`src/rtl/digit_host_master.sv`:
```
// -----------------------------------------------------------------------------
// digit_host_master
//
// Avalon-MM initiator that runs one job against the digit-recognition slave.
// On start it streams IN_WORDS words from a valid/ready source into the
// slave's auto-incrementing write port. It then idles for GAP_CYCLES so the
// slave's pointer wrap can complete. Next it reads OUT_WORDS results from the
// auto-incrementing read port and returns them on a valid/ready stream through
// a small result FIFO.
//
// Optional feature: define DIGIT_HOST_POLL_EN to add a POLL state. In that
// state the master reads the status register after the gap and waits until
// bit 0 is set before it starts the read phase.
//
// Ports:
//   clk, reset            clock; synchronous active-high reset
//   start, busy, done     job control (done is a one-cycle pulse)
//   in_valid/in_ready/in_data     input word stream (16 bit)
//   out_valid/out_ready/out_data  result word stream (16 bit)
//   m_chipselect, m_address, m_read, m_write, m_writedata, m_readdata
//                         Avalon-MM master. There is no waitrequest, and read
//                         latency is fixed at 1 cycle.
// -----------------------------------------------------------------------------
module digit_host_master #(
   parameter int         IN_WORDS   = 26,
   parameter int         OUT_WORDS  = 11,
   parameter logic [2:0] WR_ADDR    = 3'h2,
   parameter logic [2:0] RD_ADDR    = 3'h3,
   parameter logic [2:0] ST_ADDR    = 3'h1,
   parameter int         GAP_CYCLES = 4,
   parameter int         RF_DEPTH   = 4
) (
   input  logic        clk,
   input  logic        reset,
   input  logic        start,
   output logic        busy,
   output logic        done,
   input  logic        in_valid,
   output logic        in_ready,
   input  logic [15:0] in_data,
   output logic        out_valid,
   input  logic        out_ready,
   output logic [15:0] out_data,
   output logic        m_chipselect,
   output logic [2:0]  m_address,
   output logic        m_read,
   output logic        m_write,
   output logic [15:0] m_writedata,
   input  logic [15:0] m_readdata
);

   localparam int MAX_WORDS = (IN_WORDS > OUT_WORDS) ? IN_WORDS : OUT_WORDS;
   localparam int CW        = $clog2(MAX_WORDS + 1);
   localparam int GW        = $clog2(GAP_CYCLES + 1);
   localparam int AW        = $clog2(RF_DEPTH);

   localparam logic [CW-1:0] IN_LAST  = CW'(IN_WORDS - 1);
   localparam logic [CW-1:0] OUT_LAST = CW'(OUT_WORDS - 1);
   localparam logic [GW-1:0] GAP_LAST = GW'(GAP_CYCLES - 1);
   localparam logic [AW:0]   RF_FULL  = (AW + 1)'(RF_DEPTH);

   typedef enum logic [2:0] {
      S_IDLE,
      S_WRITE,
      S_GAP,
`ifdef DIGIT_HOST_POLL_EN
      S_POLL,
`endif
      S_READ,
      S_DRAIN
   } state_t;

   state_t        state, state_nxt;
   logic [CW-1:0] cnt, cnt_nxt;
   logic [GW-1:0] gap_cnt, gap_nxt;
   logic          rd_issue;
   logic          rd_pend;      // a data read was issued last cycle

   // Result FIFO
   logic [15:0]   rf_mem [RF_DEPTH];
   logic [AW-1:0] rf_wr_ptr, rf_rd_ptr;
   logic [AW:0]   rf_count;
   logic [AW:0]   rf_occ;       // occupancy plus the read still in flight
   logic          rf_push, rf_pop;

   assign rf_push   = rd_pend;
   assign rf_pop    = out_valid & out_ready;
   assign rf_occ    = rf_count + {{AW{1'b0}}, rd_pend};
   assign out_valid = (rf_count != '0);
   // Gating the head word keeps out_data at zero while the FIFO is empty,
   // so the storage array itself does not need a reset.
   assign out_data  = out_valid ? rf_mem[rf_rd_ptr] : '0;

`ifdef DIGIT_HOST_POLL_EN
   logic poll_issue;
   logic poll_pend;             // a status read was issued last cycle
`else
   // The status address only matters when polling is compiled in.
   logic unused_st;
   assign unused_st = ^ST_ADDR;
`endif

   // NOTE: sequential state uses non-blocking assignments only. All flops
   // then sample pre-edge values, whatever order the blocks run in.
   always_ff @(posedge clk) begin
      if (reset) begin
         state     <= S_IDLE;
         cnt       <= '0;
         gap_cnt   <= '0;
         rd_pend   <= 1'b0;
         rf_wr_ptr <= '0;
         rf_rd_ptr <= '0;
         rf_count  <= '0;
`ifdef DIGIT_HOST_POLL_EN
         poll_pend <= 1'b0;
`endif
      end else begin
         state   <= state_nxt;
         cnt     <= cnt_nxt;
         gap_cnt <= gap_nxt;
         rd_pend <= rd_issue;
`ifdef DIGIT_HOST_POLL_EN
         poll_pend <= poll_issue;
`endif
         if (rf_push) rf_wr_ptr <= rf_wr_ptr + 1'b1;
         if (rf_pop)  rf_rd_ptr <= rf_rd_ptr + 1'b1;
         case ({rf_push, rf_pop})
            2'b10:   rf_count <= rf_count + 1'b1;
            2'b01:   rf_count <= rf_count - 1'b1;
            default: rf_count <= rf_count;
         endcase
      end
   end

   // NOTE: the FIFO storage has no reset. Flushing the pointers and the count
   // is enough, because a stale entry can never be presented.
   always_ff @(posedge clk) begin
      if (rf_push) rf_mem[rf_wr_ptr] <= m_readdata;
   end

   // NOTE: every output of this block gets a default first, so no path
   // through the case statement can leave a latch behind.
   always_comb begin
      state_nxt    = state;
      cnt_nxt      = cnt;
      gap_nxt      = gap_cnt;
      rd_issue     = 1'b0;
      busy         = (state != S_IDLE);
      done         = 1'b0;
      in_ready     = 1'b0;
      m_chipselect = 1'b0;
      m_read       = 1'b0;
      m_write      = 1'b0;
      m_address    = '0;
      m_writedata  = '0;
`ifdef DIGIT_HOST_POLL_EN
      poll_issue   = 1'b0;
`endif

      case (state)
         S_IDLE: begin
            if (start) begin
               state_nxt = S_WRITE;
               cnt_nxt   = '0;
            end
         end

         S_WRITE: begin
            // The write strobe follows in_valid directly, so a missing input
            // word simply stalls the phase.
            in_ready     = in_valid;
            m_write      = in_valid;
            m_chipselect = in_valid;
            m_address    = WR_ADDR;
            m_writedata  = in_data;
            if (in_valid) begin
               if (cnt == IN_LAST) begin
                  state_nxt = S_GAP;
                  cnt_nxt   = '0;
                  gap_nxt   = '0;
               end else begin
                  cnt_nxt = cnt + 1'b1;
               end
            end
         end

         S_GAP: begin
            if (gap_cnt == GAP_LAST) begin
`ifdef DIGIT_HOST_POLL_EN
               state_nxt = S_POLL;
`else
               state_nxt = S_READ;
`endif
            end else begin
               gap_nxt = gap_cnt + 1'b1;
            end
         end

`ifdef DIGIT_HOST_POLL_EN
         S_POLL: begin
            // Status data returns one cycle after each strobe. A new poll is
            // issued only as the previous one completes.
            if (poll_pend && m_readdata[0]) begin
               state_nxt = S_READ;
            end else begin
               poll_issue   = 1'b1;
               m_read       = 1'b1;
               m_chipselect = 1'b1;
               m_address    = ST_ADDR;
            end
         end
`endif

         S_READ: begin
            // Count the read in flight against the FIFO depth. A word is then
            // guaranteed a slot before its read is issued.
            if (rf_occ < RF_FULL) begin
               rd_issue     = 1'b1;
               m_read       = 1'b1;
               m_chipselect = 1'b1;
               m_address    = RD_ADDR;
               if (cnt == OUT_LAST) begin
                  state_nxt = S_DRAIN;
                  cnt_nxt   = '0;
               end else begin
                  cnt_nxt = cnt + 1'b1;
               end
            end
         end

         S_DRAIN: begin
            if (rf_count == '0 && !rd_pend) begin
               done      = 1'b1;
               state_nxt = S_IDLE;
            end
         end

         default: state_nxt = S_IDLE;
      endcase
   end

endmodule

```
`config.mk`:
```
export PLATFORM = sky130hd
export DESIGN_NAME = digit_host_master
export DESIGN_NICKNAME = d
export VERILOG_FILES = /design/src/rtl/digit_host_master.sv
export SDC_FILE = /design/constraint.sdc
export NUM_CORES = 1
export LEC_CHECK = 0
export ABC_AREA = 1
export BUFFER_PORTS_ARGS = -buffer_cell sky130_fd_sc_hd__buf_2
export CORE_MARGIN = 4
export CORE_UTILIZATION = 45
export CTS_BUF_LIST = sky130_fd_sc_hd__clkbuf_8
export CTS_CLUSTER_DIAMETER = 30
export DETAILED_ROUTE_END_ITERATION = 10
export PLACE_DENSITY = 0.7
export SLEW_MARGIN = 20
export SYNTH_ARGS = -nofsm -noshare
export SYNTH_HDL_FRONTEND = slang
export SYNTH_SLANG_ARGS = --single-unit
```
`constraint.sdc`:
```
create_clock -name clk -period 2 [get_ports clk]
set_input_delay 0.3 -clock clk [delete_from_list [all_inputs] [get_ports clk]]
set_output_delay 0.3 -clock clk [all_outputs]
set_load 0.01 [all_outputs]
```
==> impl_metrics.toml, run 1 <==
[worst_setup_path]
endpoint_kind = "primary output"
reg2reg_slack_ps = 160
path_max_fanout = 12
timing.rr.end = "rf_count[2]"
required_ps = 1700
arrival_ps = 1570
cp-start-kind = "register"
reg2regPathDepth = 11
r2r_start = "rf_count[0]"
critical_path_class = "register to primary output"

[logic_synthesis]
yosys_register_bits = 85
syn_area_sq_um = 3890
yosysSeqAreaShare = 0.603
synthCells = 411
yosysUniqueCellTypes = 26
yosys_warnings = 0
postSynthAreaPerCell_sq_um = 9.46
synthesis.nets = 459

[global_route]
grt_max_degree = 33
met3_usage = 0.0408
grt_util_all_layers = 0.164
grt_pass1_wl_um = 13200
grt_use_met2 = 0.296
antenna_found_initial = 0
use_met1 = 0.196
grt.busiest_layer = "met2"
grt_pass1_vias = 2805
grt_overflow = 0

[power_and_ir_drop]
powerDensity_nw_per_um2 = 1040
max-vdd-ir-drop_mv = 0.728
p_leak_nw = 2.05

[die]
die-area_sq_um = 10200
die_h_um = 101
start_util = 0.468
io_pins = 79
row_count = 33
fp.dieW_um = 101
core_sq_um = 8300

[route]
drtAntennaViolNets = 0
drc_errors = 0
vias_per_cell = 4.84
avgRoutedWirePerCell_um = 13.2
via_count = 2932
first_pass_iters = 4
drt_iter0_markers = 83
wirelength_um = 8030

[clocking]
ctsRootBufferMaster = "clkbuf_8"
cts_max_level = 3
numClockSinks = 85
clockBufferDepth = 2
cts.clk_slew.worst_paths_ps = 90
ctsHoldBuffers = 0
cts_buffers = 9
cts_tree = "yes"
clk_latency_ps = 350

[finish]
fin_area_sq_um = 4710
layout_common_cells = "nor2_1 (100), buf_2 (77), edfxtp_1 (64), inv_1 (43), o21ai_0 (42)"
area_delta_synth_final_pct = 21.3
regArea_sq_um = 2340
fin_util = 0.568
n_antenna_cell = 0
n_fill_cell = 750
layout_commonest_cell = "nor2_1"
final_nets = 545
drive_gt1_frac = 0.259
multiInputGateArea_sq_um = 1290

[placement]
dpl.hpwl_um = 5500
gp_congestion = 0.836
place_area_sq_um = 4440
port_buffers = 77

[sta]
min_period_ps = 1870
rsz0062_at_grt = "false"
max_freq_mhz = 536
finalMaxSlewViolations = 0
holdWs_ps = 161
hold_violations = 0
setup-violations-final = 0
setup_tns_ps = 0
fin_crit_sh = 0.933
worst_clock_skew_ps = 5.17

[hold_path]
hold_path_class = "input port to register"
worstHoldStart = "m_readdata[14]"
min_to = "rf_mem[0][14]"
hold_depth = 1

[status]
status = "finished, final reports clean"

[job]
drv_cap = 0
-- how the worst max path moves through the flow --
stage                           start  depth (start not counted)         endpoint  slack [ps]
final                        state[1]                          5  m_writedata[14]         130
after floorplan           rf_count[1]                         11      rf_count[2]           4
after global placement    rf_count[0]                         11      rf_count[2]         130
after detailed placement  rf_count[0]                         11      rf_count[2]          40
after CTS                    register                          6      out_data[5]           3
after global routing         state[1]                          5   m_writedata[2]           6
-- logic make-up after synthesis --
kind of cell	count (synthesis)	share of synthesized area
DFF	85	0.603
AOI/OAI and AO/OA	80	0.105
other	1	0.000965
adders and majority gates	11	0.0373
and+or+nand+nor	169	0.186
buffers and inverters	65	0.0679
-- synthesized netlist by cell type --
library cell / count / share of area
nand2_2: 5 / 0.0080
o21ai_0: 44 / 0.057
clkbuf_1: 6 / 0.0058
buf_4: 3 / 0.0058
conb_1: 1 / 0.00096
buf_2: 7 / 0.0090
nand3_1: 11 / 0.014
a21oi_1: 32 / 0.041
nand3b_1: 1 / 0.0019
nand4_1: 3 / 0.0048
fa_1: 1 / 0.0051
nor3_1: 1 / 0.0013
nor2_2: 3 / 0.0048
ha_1: 10 / 0.032
nand3_4: 1 / 0.0045
o21ai_1: 2 / 0.0026
nand2_4: 1 / 0.0029
a21oi_2: 2 / 0.0045
nand2_1: 40 / 0.039
edfxtp_1: 64 / 0.49
dfxtp_1: 21 / 0.11
inv_2: 3 / 0.0029
clkinv_1: 1 / 0.00096
nor2_1: 100 / 0.097
inv_1: 45 / 0.043
nor2_4: 3 / 0.0087
-- stage by stage --
stage / cells / power, W / worst slack (ps)
detailed placement: 589 / 0.00362 / 43.3
global route: 606 / 0.00525 / 5.61
CTS: 604 / 0.00495 / 2.83
finish: 606 / 0.00490 / 135
global placement: 589 / 0.00358 / 131
floorplan: 411 / 0.00316 / 3.65
-- final cells by class --
type,instances,area share
clock buffers,9,0.0263
clock inverters,6,0.0204
inverters,49,0.0406
multi-input cells,261,0.273
flip-flops and latches,85,0.497
well taps,105,0.0279
repair buffers,91,0.115
-- worst max-delay path: stages (launching register included) --
cell	delay, ps
dfxtp_1	370
inv_2	160
nand3_2	230
buf_4	240
nor2_1	90
buf_2	140
-- state kept, by name, summed over array words and instances (netlist names), named ones only --
name,count
rf_mem,64
cnt,5
state,3
rd_pend,1
gap_cnt,3
rf_wr_ptr,2
rf_rd_ptr,2
rf_count,3
-- routing by layer --
metal / up-vias / part of all wire
li1: 1518 / -
met1: 1361 / 0.43
met2: 47 / 0.52
met3: 6 / 0.043
met4: 0 / 0.0069
met5: - / 0
-- power by group --
group | internal (W) | switching, W | leakage (nW)
Combinational | 0.000537 | 0.000934 | 1.20
Clock | 0.000711 | 0.000600 | 0.108
Sequential | 0.00201 | 0.000109 | 0.747
Total | 0.00326 | 0.00164 | 2.05
-- what timing repair did --
action	4_1_cts	5_1_grt
cloned	0	0
buffers inserted	0	2
setup endpoints to repair	8	15
gates resized for setup	1	10
pin swaps	0	1
No activity file was read; power rests on OpenSTA's default activity.
==> run 2, diff against run 1 <==
--- a/config.mk
+++ b/config.mk
@@ -5,14 +5,15 @@
 export SDC_FILE = /design/constraint.sdc
 export NUM_CORES = 1
 export LEC_CHECK = 0
-export ABC_AREA = 1
+export ABC_AREA = 0
 export BUFFER_PORTS_ARGS = -buffer_cell sky130_fd_sc_hd__buf_2
 export CORE_MARGIN = 4
 export CORE_UTILIZATION = 45
 export CTS_BUF_LIST = sky130_fd_sc_hd__clkbuf_8
 export CTS_CLUSTER_DIAMETER = 30
 export DETAILED_ROUTE_END_ITERATION = 10
-export PLACE_DENSITY = 0.7
+export GPL_TIMING_DRIVEN = 0
+export PLACE_DENSITY = 0.68
 export SLEW_MARGIN = 20
 export SYNTH_ARGS = -nofsm -noshare
 export SYNTH_HDL_FRONTEND = slang
==> constraint.sdc (replaced) <==
create_clock -name clk -period 2.26 [get_ports clk]
set_input_delay 0.339 -clock clk [delete_from_list [all_inputs] [get_ports clk]]
set_output_delay 0.339 -clock clk [all_outputs]
set_load 0.01 [all_outputs]
==> run 2 against run 1 <==
- sequential cell count unchanged
- register-to-register slack got worse by 20 ps
- clock power decreased by 28%
- synthesized cell count decreased by 34%
- total power decreased by 40%
- die area decreased by 1.9%
- cell area decreased by 3.6%
- utilization decreased by 1.5 points
- critical path type unchanged
- worst setup slack got worse by 11 ps
- largest power group unchanged
==> impl_metrics.toml, run 2 <==
[status]
status = "finished, final reports clean"

[route]
wirelength_um = 7150
drtAntennaViolNets = 0
avgRoutedWirePerCell_um = 15.2
drt_iter0_markers = 86
first_pass_iters = 5
drc_errors = 0
vias_per_cell = 5.01
via_count = 2355

[sta]
min_period_ps = 2140
worst_clock_skew_ps = 8.31
fin_crit_sh = 0.945
hold_violations = 0
finalMaxSlewViolations = 0
setup-violations-final = 0
tightest_slew_ps = 842
max_freq_mhz = 468
slew_headroom = 0.439
rsz0062_at_grt = "true"
holdWs_ps = 199

[clocking]
clk_latency_ps = 350
post_cts_buffers = 0
numClockSinks = 85
ctsRootBufferMaster = "clkbuf_8"
cts_buffers = 9
cts.clk_slew.worst_paths_ps = 90
clockBufferDepth = 2
cts_max_level = 3
ctsHoldBuffers = 0
cts_tree = "yes"

[finish]
n_antenna_cell = 0
fin_cells = 470
final_nets = 408
layout_commonest_cell = "buf_2"
regMostFlops = "rf_mem"
fin_area_sq_um = 4550
layout_common_cells = "buf_2 (80), edfxtp_1 (64), and2_1 (38), dfxtp_1 (18)"
largest_reg_flops = 64
fin_util = 0.553
n_fill_cell = 686
largestRegisters = "rf_mem: 64 flops, cnt: 5 flops"
area_delta_synth_final_pct = 19.4
drive_gt1_frac = 0.362

[hold_path]
hold_path_class = "input port to register"

[logic_synthesis]
synthTopCellsByArea = "edfxtp_1 (50%), dfxtp_1 (11%), mux4_2 (9.5%), and2_1 (6.2%), ha_1 (3.3%)"
yosysTopAreaCell = "edfxtp_1"
synth_edf_count = 64
synthMostInstantiatedCell = "edfxtp_1"
syn_area_sq_um = 3810
synthFlopType = "edfxtp_1"
synthCells = 273
synth-xor-area-share = 0.0138
yosysSeqAreaShare = 0.615
yosys_register_bits = 85
yosys_warnings = 0
synth_top_family_by_area = "simple AND/OR/NAND/NOR gates"
synthesis.nets = 321
synth_mux_area_frac = 0.113
synth_common_cells = "edfxtp_1 (64), and2_1 (38), dfxtp_1 (21), nor2_1 (17)"
synthSimpleGateAreaFrac = 0.136
synth_top_area_frac = 0.505
postSynthAreaPerCell_sq_um = 14.0
yosysUniqueCellTypes = 43
synthAdderAreaFrac = 0.0381
synth_compound_area_frac = 0.0457
async_flop_share = 0

[placement]
dpl.hpwl_um = 5070
placedCellCount = 455
port_buffers = 77
place_area_sq_um = 4330
gp_congestion = 0.803

[die]
row_count = 33
start_util = 0.464
fp.dieW_um = 100
core_sq_um = 8220
io_pins = 79
die_h_um = 100
die-area_sq_um = 10000

[job]
drv_cap = 0

[worst_setup_path]
reg2reg_slack_ps = 140
endpoint = "done"
r2r_start = "rf_count[1]"
path_max_fanout = 10
startpoint = "rf_count[2]"
cp-start-kind = "register"
timing.rr.end = "rf_count[2]"
reg2regPathDepth = 8
required_ps = 1920
critical_path_class = "register to primary output"
arrival_ps = 1800
endpoint_kind = "primary output"

[global_route]
grt_overflow = 0
grt_util_all_layers = 0.151
antenna_found_initial = 1
grt_pass1_vias = 2305
grt_pass1_wl_um = 11400
grt_max_degree = 17

[power_and_ir_drop]
p_sw_frac = 0.240
clkPwrFrac = 0.320
p_leak_nw = 1.77
p_int_w = 0.00223
powerDensity_nw_per_um2 = 646
combPwrFrac = 0.103
power_frac_seq = 0.577
max-vdd-ir-drop_mv = 0.382
net-switching-power_w = 0.000706
[run 2: cell types whose count changed after synthesis, sizes merged, moves of 16 or more]
cell | before | now
a21oi | 34 | 8
and2 | 0 | 38
inv | 48 | 16
mux4 | 0 | 16
nand2 | 46 | 7
nor2 | 106 | 17
o21ai | 46 | 5
[run 2: cells by family after synthesis]
logic type                 Yosys count
other                                1
and+or+nand+nor                     90
muxes                               23
xor gates and xnor gates             6
DFF                                 85
buffers and inverters               32
AOI/OAI and AO/OA                   25
adders and majority gates           11
[run 2: routing by layer]
layer / share of wire / global-route usage / wire length (um)
met5: 0.0018 / 0 / 13
met4: 0.012 / 0.0435 / 87
met3: 0.049 / 0.0542 / 348
met2: 0.52 / 0.250 / 3690
met1: 0.42 / 0.188 / 3020
[run 2: what timing repair did]
item | 4_1_cts | 5_1_grt
cloned | 0 | 0
setup endpoints to repair | 23 | 25
pin swaps | 0 | 0
resized for setup | 11 | 9
[run 2: worst min path at each step]
stage                              start             to  slack [ps]  depth (start not counted)
after floorplan               gap_cnt[1]     gap_cnt[1]         440                          2
after global placement        gap_cnt[1]     gap_cnt[1]         450                          2
after detailed placement      gap_cnt[1]     gap_cnt[1]         460                          2
after CTS                 m_readdata[10]  rf_mem[0][10]         180                          1
after global routing      m_readdata[11]  rf_mem[1][11]         180                          1
final                     m_readdata[10]  rf_mem[0][10]         200                          1
[run 2: layout make-up]
class / count / area, sq um / share of cell area
inverter: 16 / 60.1 / 0.0132
buffer: 15 / 111 / 0.0245
sequential: 85 / 2350 / 0.516
clock inverter: 7 / 51.3 / 0.0113
tap: 105 / 131 / 0.0289
timing repair buffer: 77 / 385 / 0.0848
multi-input combinational: 156 / 1340 / 0.294
clock buffer: 9 / 124 / 0.0272
[run 2: worst max-delay path: stages (launching register included)]
cell	delay (ps)
dfxtp_2	370
or3_1	390
buf_4	190
buf_4	180
nor3b_1	170
buf_2	160
[run 2: stage by stage]
| step | setup WS, ps | total power, W | TNS [ps] |
|---|---|---|---|
| floorplan | 338 | 0.00191 | 0 |
| global route | -4.34 | 0.00308 | -4.34 |
| detailed placement | -13.8 | 0.00203 | -21.7 |
| finish | 124 | 0.00294 | 0 |
| CTS | -3.86 | 0.00297 | -3.86 |
| global placement | 20.5 | 0.00202 | 0 |
[run 2: power groups by stage]
stage / combinational [W] / sequential, W / clock, W
global placement: 0.000295 / 0.00173 / 0
detailed placement: 0.000300 / 0.00173 / 0
floorplan: 0.000184 / 0.00173 / 0
finish: 0.000302 / 0.00169 / 0.000940
global route: 0.000338 / 0.00170 / 0.00105
CTS: 0.000304 / 0.00169 / 0.000972
